===== src/rtl/regfile_param.sv =====
// Purpose : parametrised 2-read/1-write register file with hardwired-zero, bypass and clear engine.
// Latency : reads are combinational; writes commit on the rising clock edge.
// Backpres: none; ready=0 while the clear engine runs, and writes are ignored then.
//
// Ports:
//   clock, reset            - rising-edge clock, asynchronous active-high reset
//   reg_wre, reg_dst        - write enable; destination select (0 = rt, 1 = rd)
//   rs, rt, rd              - read port 1 addr; read port 2 / write addr; alt write addr
//   write_data              - data written to entry[reg_dst ? rd : rt]
//   clear_req               - one-cycle pulse: zero the whole array (honoured in RUN only)
//   read_data1, read_data2  - combinational data for rs / rt
//   ready                   - array valid and accepting writes
module regfile_param #(
  parameter int DATA_W   = 32,
  parameter int ADDR_W   = 5,
  parameter int ZERO_REG = 1,
  parameter int BYPASS   = 1
) (
  input  logic              clock,
  input  logic              reset,
  input  logic              reg_wre,
  input  logic              reg_dst,
  input  logic [ADDR_W-1:0] rs,
  input  logic [ADDR_W-1:0] rt,
  input  logic [ADDR_W-1:0] rd,
  input  logic [DATA_W-1:0] write_data,
  input  logic              clear_req,
  output logic [DATA_W-1:0] read_data1,
  output logic [DATA_W-1:0] read_data2,
  output logic              ready
);

  localparam int DEPTH = 2 ** ADDR_W;

  typedef enum logic {
    ST_CLEAR = 1'b0,
    ST_RUN   = 1'b1
  } state_t;

  state_t            r_state;
  state_t            w_state_nxt;
  logic [ADDR_W-1:0] r_clr_idx;
  logic [ADDR_W-1:0] w_clr_idx_nxt;
  logic [DATA_W-1:0] r_mem [DEPTH];

  logic [ADDR_W-1:0] w_rin;
  logic              w_rin_zero;
  logic              w_wr_en;
  logic              w_run;

  assign w_rin      = reg_dst ? rd : rt;
  assign w_run      = (r_state == ST_RUN);
  // Writes to the hardwired-zero entry are dropped; this also keeps the
  // bypass path from leaking write_data onto a read of address 0.
  assign w_rin_zero = (ZERO_REG != 0) && (w_rin == '0);
  assign w_wr_en    = w_run && reg_wre && !w_rin_zero;
  assign ready      = w_run;

  // State register and clear counter.
  always_ff @(posedge clock or posedge reset) begin
    if (reset) begin
      r_state   <= ST_CLEAR;
      r_clr_idx <= '0;
    end else begin
      r_state   <= w_state_nxt;
      r_clr_idx <= w_clr_idx_nxt;
    end
  end

  // Next-state logic. The counter wraps back to 0 only on the CLEAR -> RUN
  // exit (DEPTH-1 + 1 overflows), so RUN always holds clr_idx at 0.
  always_comb begin
    w_state_nxt   = r_state;
    w_clr_idx_nxt = r_clr_idx;
    case (r_state)
      ST_CLEAR: begin
        w_clr_idx_nxt = r_clr_idx + 1'b1;
        if (r_clr_idx == ADDR_W'(DEPTH - 1)) begin
          w_state_nxt = ST_RUN;
        end
      end
      ST_RUN: begin
        if (clear_req) begin
          w_state_nxt   = ST_CLEAR;
          w_clr_idx_nxt = '0;
        end
      end
      default: begin
        w_state_nxt   = ST_CLEAR;
        w_clr_idx_nxt = '0;
      end
    endcase
  end

  // Storage array has no reset; the clear engine initialises it. A write
  // alongside clear_req lands here and is overwritten later by the clear.
  always_ff @(posedge clock) begin
    if (r_state == ST_CLEAR) begin
      r_mem[r_clr_idx] <= '0;
    end else if (w_wr_en) begin
      r_mem[w_rin] <= write_data;
    end
  end

  // Read ports: zero while clearing, then hardwired-zero, then bypass, then array.
  always_comb begin
    read_data1 = r_mem[rs];
    if (!w_run) begin
      read_data1 = '0;
    end else if ((ZERO_REG != 0) && (rs == '0)) begin
      read_data1 = '0;
    end else if ((BYPASS != 0) && w_wr_en && (w_rin == rs)) begin
      read_data1 = write_data;
    end
  end

  always_comb begin
    read_data2 = r_mem[rt];
    if (!w_run) begin
      read_data2 = '0;
    end else if ((ZERO_REG != 0) && (rt == '0)) begin
      read_data2 = '0;
    end else if ((BYPASS != 0) && w_wr_en && (w_rin == rt)) begin
      read_data2 = write_data;
    end
  end

endmodule

===== config.mk =====
export PLATFORM = sky130hd
export DESIGN_NAME = regfile_param
export DESIGN_NICKNAME = d
export VERILOG_FILES = /design/src/rtl/regfile_param.sv
export SDC_FILE = /design/constraint.sdc
export NUM_CORES = 1
export LEC_CHECK = 0
export BUFFER_PORTS_ARGS = -buffer_cell sky130_fd_sc_hd__buf_2
export CORE_MARGIN = 5
export CORE_UTILIZATION = 45
export DETAILED_ROUTE_END_ITERATION = 12
export PLACE_DENSITY = 0.74
export SLEW_MARGIN = 20
export SYNTH_ARGS = -nofsm -noshare
export SYNTH_HDL_FRONTEND = slang
export SYNTH_SLANG_ARGS = --single-unit

===== constraint.sdc =====
create_clock -name clock -period 3.6 [get_ports clock]
set_clock_uncertainty 0.1 [all_clocks]
set_input_delay 0.54 -clock clock [delete_from_list [all_inputs] [get_ports clock]]
set_output_delay 0.54 -clock clock [all_outputs]
set_load 0.02 [all_outputs]

======== After elaboration in Yosys (flattened, before gate mapping) ========
Memories as Yosys holds them, arrays and structs flattened.
Cells that the tools add are included.
word-level totals
  flip-flop bits (word level) ............. 6
  RAM bits ................................ 1024
  input bits .............................. 52
  output and inout bits ................... 65
  word-level logic and storage cells ...... 37
  memories ................................ 1
operators by class
  add/subtract/negate cells ............... 1
  equal/unequal tests ..................... 4
  multiplexer cells ....................... 19
  bitwise operators ....................... 1
  reductions and logical operators ........ 9
memory list
  memory  depth  width  rd ports  clocked after Yosys merged registers in  write ports  line  RTL
  r_mem   32     32     2         0                                        1            44    logic [DATA_W-1:0] r_mem [DEPTH];
operator list
  operator             number
  $mux 32              7
  $reduce_or 32->1     1
  $logic_not 5->1      3
  $mux 5               3
  $eq 5x5->1           2
  $pmux 5 s2           1
  $mux 1               7
  $add 5x1->5 const B  1
  $eq 5x5->1 const B   1
  $logic_and 1x1->1    4
  $ne 2x2->1 const B   1
  $pmux 1 s2           1
  $logic_not 1->1      1
  $not 1->1            1

======== Longest topological paths before layout ========
Gate-level depths: netlist of run 1.
  word-level depth ........................ 9
  depth in mapped cells ................... 10
  mapped depth without buffers ............ 5

======== Worst setup path after synthesis of run 1 ========
No wires, ideal clock.
  path type ............................... input-to-reg
  from .................................... in reg_dst
  to ...................................... mem r_mem[25][0] (enable)
  setup time .............................. 0.461 ns
  data arrival time ....................... 4.091 ns
  required time ........................... 3.039 ns
  setup slack ............................. -1.052 ns
  stages on the path ...................... 7
  path buffers ............................ 2
  cell sequence ........................... buf_4 nor3_1 o21ai_1 o21ai_2 a21oi_1 clkbuf_1 nor3_1
on the way
  cells in the longest elaborated chain, start to end .. 9
  elaborated cells on any way between the ends .. 10
  classes of those cells .................. 6 x mux; 4 x reduce/logical
RTL lines
  item                                               line  RTL
  start, declared                                    22    input logic reg_dst,
  $mux 5 (*)                                         51    assign w_rin = reg_dst ? rd : rt;
  $logic_not 5->1                                    55    assign w_rin_zero = (ZERO_REG != 0) && (w_rin == '0);
  $logic_not 1->1                                    56    assign w_wr_en = w_run && reg_wre && !w_rin_zero;
  $logic_and 1x1->1                                  56
  $mux 1                                             100   end else if (w_wr_en) begin
  $mux 1                                             98    if (r_state == ST_CLEAR) begin
  $mux 1 (not written as such)                       101   r_mem[w_rin] <= write_data;
  $reduce_or 32->1 (no source line)                  --
  $mux 5 (no source line) or $mux 1 (tied branches)  --
  end, declared                                      44
Mark *: on every way between the ends. The rest lies on a longest branch, timed or not.

======== Final worst setup path of run 1 ========
  from .................................... in rs[1]
  to ...................................... out read_data1[16]
on the way
  cells in the longest elaborated chain, start to end .. 5
  elaborated cells on any way between the ends .. 7
  classes of those cells .................. 1 x eq/ne; 3 x mux; 2 x reduce/logical; 1 x memory
RTL lines
  item                                                                   line  RTL
  start, declared                                                        23    input logic [ADDR_W-1:0] rs,
  parallel branches: the longest is 3 deep, another holds $mem_v2 32x32  --
  $mux 32 (*)                                                            110   end else if ((ZERO_REG != 0) && (rs == '0)) begin
  $mux 32 (*)                                                            108   if (!w_run) begin
  end, declared                                                          28    output logic [DATA_W-1:0] read_data1,
Mark *: on every way between the ends.

==> summary.txt, run 1 <==
Worst setup path
  – Count of buffer and inverter cells on the critical path: 4
  – CP Launch Type: primary input
  – Worst r2r dst: r_mem[20][29]
  – Flop2flop setup slack: 0.63 ns
  – Reg2Reg Launch Point: ready
  – Crit. Startpoint: rs[1]
  – Crit path capture: read_data1[16]
  – Critical path type: primary input to output port
  – CP Depth: 8
  – Worst Path Required: 2.96 ns
  – Slowest cell on crit path: mux4_2
  – CP arrival: ~2.9 ns
  – Crit path largest cell delay: ~0.46 ns
  – CP cell instances: buf_8 -> buf_12 -> buf_4 -> mux4_2 -> mux4_2 -> mux2i_1 -> a211oi_1 -> buf_2
  – Crit end category: output port
  – CP max FO: 41
  – Most used cell along the critical path: mux4_2
  – R2r worst-path depth: 7
  – Crit path max-delay family: multiplexers

Timing
  – Period utilization: 98.1%
  – Fmax: approximately 280 MHz
  – Fin crit period: 3.53 ns
  – Final Hold Viols: 0
  – Rel. slew slack: 22.5%
  – WHS: between 0.3 and 0.4 ns
  – Final Max Tran Viols: 0
  – Setup TNS: 0 ns
  – Worst slew pin tran: 1.16 ns
  – RSZ-0062 raised after global routing: yes
  – Final setup vio count: 0

Yosys
  – Syn avg cell area: 19.2 µm²
  – Number of synthesized flops with an enable pin: 1024
  – Seq/Total Area, Yosys: 62.7%
  – Synth unique cells: 55
  – Synth Register Bits: between 1000 and 1500
  – Synth Instances: 2567
  – Post-synth ARST share: 0.583%
  – Syn_nets: between 2000 and 3000
  – Synth Cell Area: ~49000 µm²
  – Synth Flop Type: edfxtp_1
  – Ys Warns: 0

Drt
  – Number of DRC markers in iteration 0: 4479
  – Drt via density: 7.13
  – Vias: ~31000
  – Antenna viol nets, final: 0
  – Drt pass-1 iters: 6
  – Post-Route WL: 157000 µm
  – Drt drc: 0
  – Per-cell routed wire length: 36.3 µm

Cells and area
  – Final core occ: 52.6%
  – Layout cells sized above 1: 37.0%
  – FILL cells: 8162
  – Most common cell after layout, fill and taps aside: edfxtp_1
  – N_diodes: 0
  – Layout Area Growth over Synthesis: 16.2%
  – Commonest non-fill, non-tap cells in the layout: 1024 x edfxtp_1, 479 x mux4_2, 223 x mux2i_1
  – Nets: 2881

Pwr
  – Pint: 22.5 mW
  – Worst vdd ir: ~0.37 mV
  – Switching part of the total: 28.3%
  – Combinational share of power: between 20% and 30%
  – P_sw: approximately 9 mW
  – Clock power share: about a third
  – Seq pwr share: between 40% and 50%
  – Tot Pwr: between 30 and 40 mW
  – Pwr/cell area: 549 nW/µm²
  – Leakage: slightly below 20 nW

CTS
  – CTS tree: built
  – Clk sinks: roughly 1000
  – Worst-Skew Late Latency: between 0.6 and 0.7 ns
  – Clock root cell: clkbuf_16
  – CTS H-tree lvls: 3
  – Clock transition at path regs: 0.08 ns
  – Setup Fix Bufs, Post-CTS: 0
  – Longest Clk Path Bufs: 3
  – Inserted Clock Buffers: 97

Die
  – Chip height: 341 µm
  – Die outline area: 116000 µm²
  – IO Pins: 117
  – DIE WIDTH: 341 µm
  – FP Rows: 121
  – Floorplan Core Area: 109000 µm²
  – Starting Density: 45.3%

GRT
  – Initial antenna violation count: 3
  – Grt ovf: 0
  – Global-route wire length before repair: 223000 µm
  – Total track usage: 26.6%
  – Largest net degree at the start of global routing: 42
  – Vias in the first global route: approximately 31000

Place
  – IO Port Bufs: 116
  – Dpl hpwl: 93800 µm
  – Final Wtd Congestion: approximately 0.88

Flow run
  – Max-Cap Viols: 0

Worst hold path
  – HP Class: primary input to async pin

Outcome
  – Status: completed
cell type report:
type                       count  area [µm²]  share of cell area, %
inverter                       5        23.8                 0.0415
clock buffer                 118        2530                   4.42
multi-input combinational   1303       17500                   30.7
clock inverter                56         489                  0.855
tap                         1414        1770                   3.09
timing repair buffer         390        3980                   6.95
sequential                  1030       30900                   54.0
cells by family (layout without fill, tap and decap cells):
kind of cell	after synthesis	count (layout)	synth area share (%)
AO/OA/AOI/OAI	384	384	5.90
XOR/XNOR	10	10	0.178
adder cells (fa/ha/maj)	2	2	0.0508
buffers and inverters	234	569	2.34
flip-flops	1030	1030	62.7
multiplexers	710	710	26.6
AND/OR/NAND/NOR	197	197	2.18
tightest hold or removal path, cell delays in order:
cell and delay, ns:
dlygate4sd3_1 0.53, buf_2 0.18, inv_1 0.23
how the worst min path moves through the flow:
stage               slack, ns  cells after the start      endpoint
detailed placement       0.45                      2         ready
global route             0.33                      3  r_clr_idx[3]
global placement         0.44                      2         ready
floorplan                0.23                      1  r_clr_idx[0]
finish                   0.30                      3  r_clr_idx[2]
CTS                      0.28                      3  r_clr_idx[0]
synth_stat cells, types with 3 or more instances:
library cell / n / area [µm²]
a211oi_1: 63 / 473
a21o_1: 3 / 22.5
a21oi_1: 36 / 180
a221oi_1: 64 / 561
a22o_1: 32 / 280
a22oi_1: 32 / 240
a2bb2oi_1: 32 / 280
and2_1: 34 / 213
buf_1: 23 / 86.3
buf_2: 52 / 260
buf_4: 33 / 248
buf_6: 11 / 124
clkbuf_1: 109 / 409
dfrtp_1: 6 / 150
edfxtp_1: 1024 / 30700
inv_1: 5 / 18.8
mux2i_1: 225 / 2250
mux4_2: 479 / 10800
nand2_1: 6 / 22.5
nand3_1: 3 / 15.0
nor2_1: 42 / 158
nor2b_1: 4 / 25.0
nor3_1: 36 / 180
nor4_1: 32 / 200
o21a_1: 4 / 30.0
o21ai_0: 37 / 185
o31ai_1: 33 / 248
o32ai_1: 32 / 280
or2_0: 4 / 25.0
or2_1: 22 / 138
or2_2: 6 / 37.5
xnor2_1: 5 / 43.8
xor2_1: 5 / 43.8
power groups by stage:
stage          Sequential, mW  Clock [mW]  Combinational (mW)
6_report                 15.2        9.92                6.31
5_1_grt                  15.3        10.5                6.45
4_1_cts                  15.2        10.0                6.21
3_5_place_dp             15.4           0                6.17
3_3_place_gp             15.3           0                6.09
2_1_floorplan            15.3           0                3.21
per-layer routing:
| layer | GRT usage, % | part of all wire (%) | vias up |
|---|---|---|---|
| met1 | 34.9 | 35 | 16000 |
| li1 | - | - | 11800 |
| met3 | 7.24 | 13 | 497 |
| met5 | 0 | 0.018 | - |
| met2 | 41.3 | 46 | 2500 |
| met4 | 13.2 | 5.8 | 4 |
what timing repair did:
| item | CTS | global route |
|---|---|---|
| endpoints found under the hold margin | 8 | 0 |
| gates resized for setup | 2 | 8 |
| cloned | 0 | 0 |
| setup endpoints to repair | 2 | 12 |
| hold buffers | 2 | 0 |
per-stage QoR:
stage,setup slack (ns),cell area [µm²],std cells
floorplan,-0.836,49300,2567
global placement,0.0199,54100,4140
detailed placement,0.0486,54100,4140
CTS,0.0165,57200,4316
global route,-0.0333,57200,4316
finish,0.0679,57200,4316
sequential cells by signal, indices dropped and copies added (netlist names):
signal     count
r_mem       1024
r_clr_idx      5
ready          1
No activity file was read; power rests on OpenSTA's default activity.
==> run 2: changes to the inputs <==
==> constraint.sdc (replaced) <==
create_clock -name clock -period 3.6 [get_ports clock]
set_clock_uncertainty 0.1 [all_clocks]
set_input_delay 0.9 -clock clock [delete_from_list [all_inputs] [get_ports clock]]
set_output_delay 0.9 -clock clock [all_outputs]
set_load 0.02 [all_outputs]
==> summary.txt, run 2 (synthesized netlist as in run 1, its figures left out) <==
Pwr
  – Clock power share: 31.5% (was 31.6%)
  – P_sw: 9.89 mW (was 8.88 mW)
  – Combinational share of power: 23.2% (was 20.1%)
  – Pint: 23.7 mW (was 22.5 mW)
  – Seq pwr share: 45.3% (was 48.4%)
  – Pwr/cell area: 531 nW/µm² (was 549 nW/µm²)
  – Switching part of the total: 29.4% (was 28.3%)
  – Worst vdd ir: 0.472 mV (was 0.373 mV)
  – Tot Pwr: 33.6 mW (was 31.4 mW)
  – Leakage: 21.6 nW (was 19.3 nW)

Cells and area
  – Largest register FFs: 1024 (unchanged)
  – Most common cell after layout, fill and taps aside: edfxtp_1 (unchanged)
  – Commonest non-fill, non-tap cells in the layout: 1024 x edfxtp_1, 479 x mux4_2, 269 x buf_4 (was 1024 x edfxtp_1, 479 x mux4_2, 223 x mux2i_1)
  – Nets: 3119 (was 2881)
  – N_diodes: 0 (unchanged)
  – Layout Area Growth over Synthesis: 28.5% (was 16.2%)
  – Final core occ: 58.2% (was 52.6%)
  – Biggest register: r_mem (unchanged)
  – Layout cells sized above 1: 50.1% (was 37.0%)

Flow run
  – Max-Cap Viols: 0 (unchanged)

Timing
  – Final Hold Viols: 0 (unchanged)
  – Rel. slew slack: 26.7% (was 22.5%)
  – RSZ-0062 raised after global routing: yes (unchanged)
  – Period utilization: 112% (was 98.1%)
  – Final Max Tran Viols: 0 (unchanged)
  – Fin crit period: 4.02 ns (was 3.53 ns)
  – Final setup vio count: 64 (was 0)
  – Fmax: 249 MHz (was 283 MHz)
  – Worst slew pin tran: 1.10 ns (was 1.16 ns)
  – Final worst setup slack: -0.421 ns (was 0.0679 ns)
  – WHS: 0.0461 ns (was 0.304 ns)

Drt
  – Drt drc: 0 (unchanged)
  – Post-Route WL: 173000 µm (was 157000 µm)
  – Drt pass-1 iters: 6 (unchanged)
  – Drt via density: 7.25 (was 7.13)
  – Vias: 33100 (was 30800)
  – Number of DRC markers in iteration 0: 5203 (was 4479)
  – Per-cell routed wire length: 37.9 µm (was 36.3 µm)
  – Antenna viol nets, final: 0 (unchanged)

Worst setup path
  – CP max FO: 10 (was 41)
  – Worst Path Required: 2.60 ns (was 2.96 ns)
  – CP Launch Type: primary input (unchanged)
  – Crit end category: output port (unchanged)
  – CP arrival: 3.02 ns (was 2.89 ns)
  – Critical path type: primary input to output port (unchanged)

CTS
  – CTS H-tree lvls: 3 (unchanged)
  – CTS Hold Bufs: 0 (was 2)
  – CTS tree: built (unchanged)
  – Longest Clk Path Bufs: 3 (unchanged)
  – Clock transition at path regs: 0.07 ns (was 0.08 ns)
  – Inserted Clock Buffers: 102 (was 97)
  – Worst-Skew Late Latency: 0.68 ns (about the same)
  – Clk sinks: 1030 (unchanged)
  – Clock root cell: clkbuf_16 (unchanged)

GRT
  – Total track usage: 28.9% (was 26.6%)
  – Vias in the first global route: 33400 (was 31300)
  – Grt ovf: 0 (unchanged)
  – Global-route wire length before repair: 241000 µm (was 223000 µm)
  – Initial antenna violation count: 4 (was 3)
  – Largest net degree at the start of global routing: 44 (was 42)

Outcome
  – Status: finished with violations (was completed)
  – Failing checks: setup timing

Worst hold path
  – HP Class: primary input to async pin (unchanged)

Die
  – Die outline area: 116000 µm² (unchanged)
  – Floorplan Core Area: 109000 µm² (unchanged)
  – FP Rows: 121 (unchanged)
  – Starting Density: 45.3% (unchanged)
  – Chip height: 341 µm (unchanged)
  – DIE WIDTH: 341 µm (unchanged)
  – IO Pins: 117 (unchanged)

Place
  – IO Port Bufs: 116 (unchanged)
  – Final Wtd Congestion: 0.860 (was 0.879)
  – Dpl hpwl: 98000 µm (was 93800 µm)
run 2: cell count changes in the layout (fill, tap and decap cells not counted), sizes merged, moves of 2 or more:
cell / delta
clkinvlp: +3
clkbuf: +7
dlygate4sd3: -2
buf: +229
clkinv: +7
run 2: stage by stage:
stage	instances	TNS, ns	area, µm²	setup WS [ns]
floorplan	2567	-206.72	50200	-0.402
global placement	4278	-112.63	56100	-0.578
detailed placement	4278	-132.21	56100	-0.608
CTS	4550	-17.33	62800	-0.404
global route	4561	-21.23	63300	-0.454
finish	4561	-19.00	63300	-0.421
run 2: path summary, 6_finish.rpt:
path / start / endpoint / slack, ns / cells after the start
setup / recovery: rs[0] / read_data1[4] / -0.42 / 9
hold / removal: reset / r_clr_idx[4] / 0.05 / 2
setup reg to reg: ready / r_mem[31][5] / 0.95 / 6
hold reg to reg: r_clr_idx[2] / r_clr_idx[2] / 0.50 / 1
max in group asynchronous: reset / ready / 3.15 / 2
min in group clock: clear_req / r_clr_idx[1] / 0.34 / 2
run 2: what timing repair did:
action                                  4_1_cts  5_1_grt
setup buffers                                70       18
endpoints found under the setup margin       64       64
pin swaps                                   114       57
gates cloned                                 29        5
resized for setup                           474      103
run 2: metal layers:
| layer | GRT usage (%) | routed length (µm) | up-vias |
|---|---|---|---|
| met2 | 45.0 | 80300 | 2936 |
| met4 | 18.1 | 13500 | 2 |
| met3 | 7.29 | 22900 | 783 |
| li1 | - | - | 12300 |
| met1 | 36.6 | 56200 | 17100 |
| met5 | 0 | 13 | - |
run 2: worst max-delay path: stages:
cell,delay [ns]
buf_16,0.14
buf_12,0.17
buf_4,0.14
buf_12,0.14
mux4_2,0.53
mux4_2,0.50
mux2i_2,0.20
a211oi_2,0.10
buf_4,0.17
run 2: layout make-up:
cell class,instances,area (µm²)
clock buffer,120,2680
clock inverter,66,571
fill,7374,45500
inverter,5,25.0
multi-input combinational,1303,19400
sequential,1030,30900
tap,1414,1770
timing repair buffer,623,7920
run 2: power by group through the flow:
stage               combinational (mW)  clock (mW)  sequential, mW
finish                            7.79        10.6            15.2
global route                      7.89        11.1            15.3
CTS                               7.47        10.6            15.2
detailed placement                6.81           0            15.4
global placement                  6.69           0            15.3
floorplan                         3.51           0            15.2
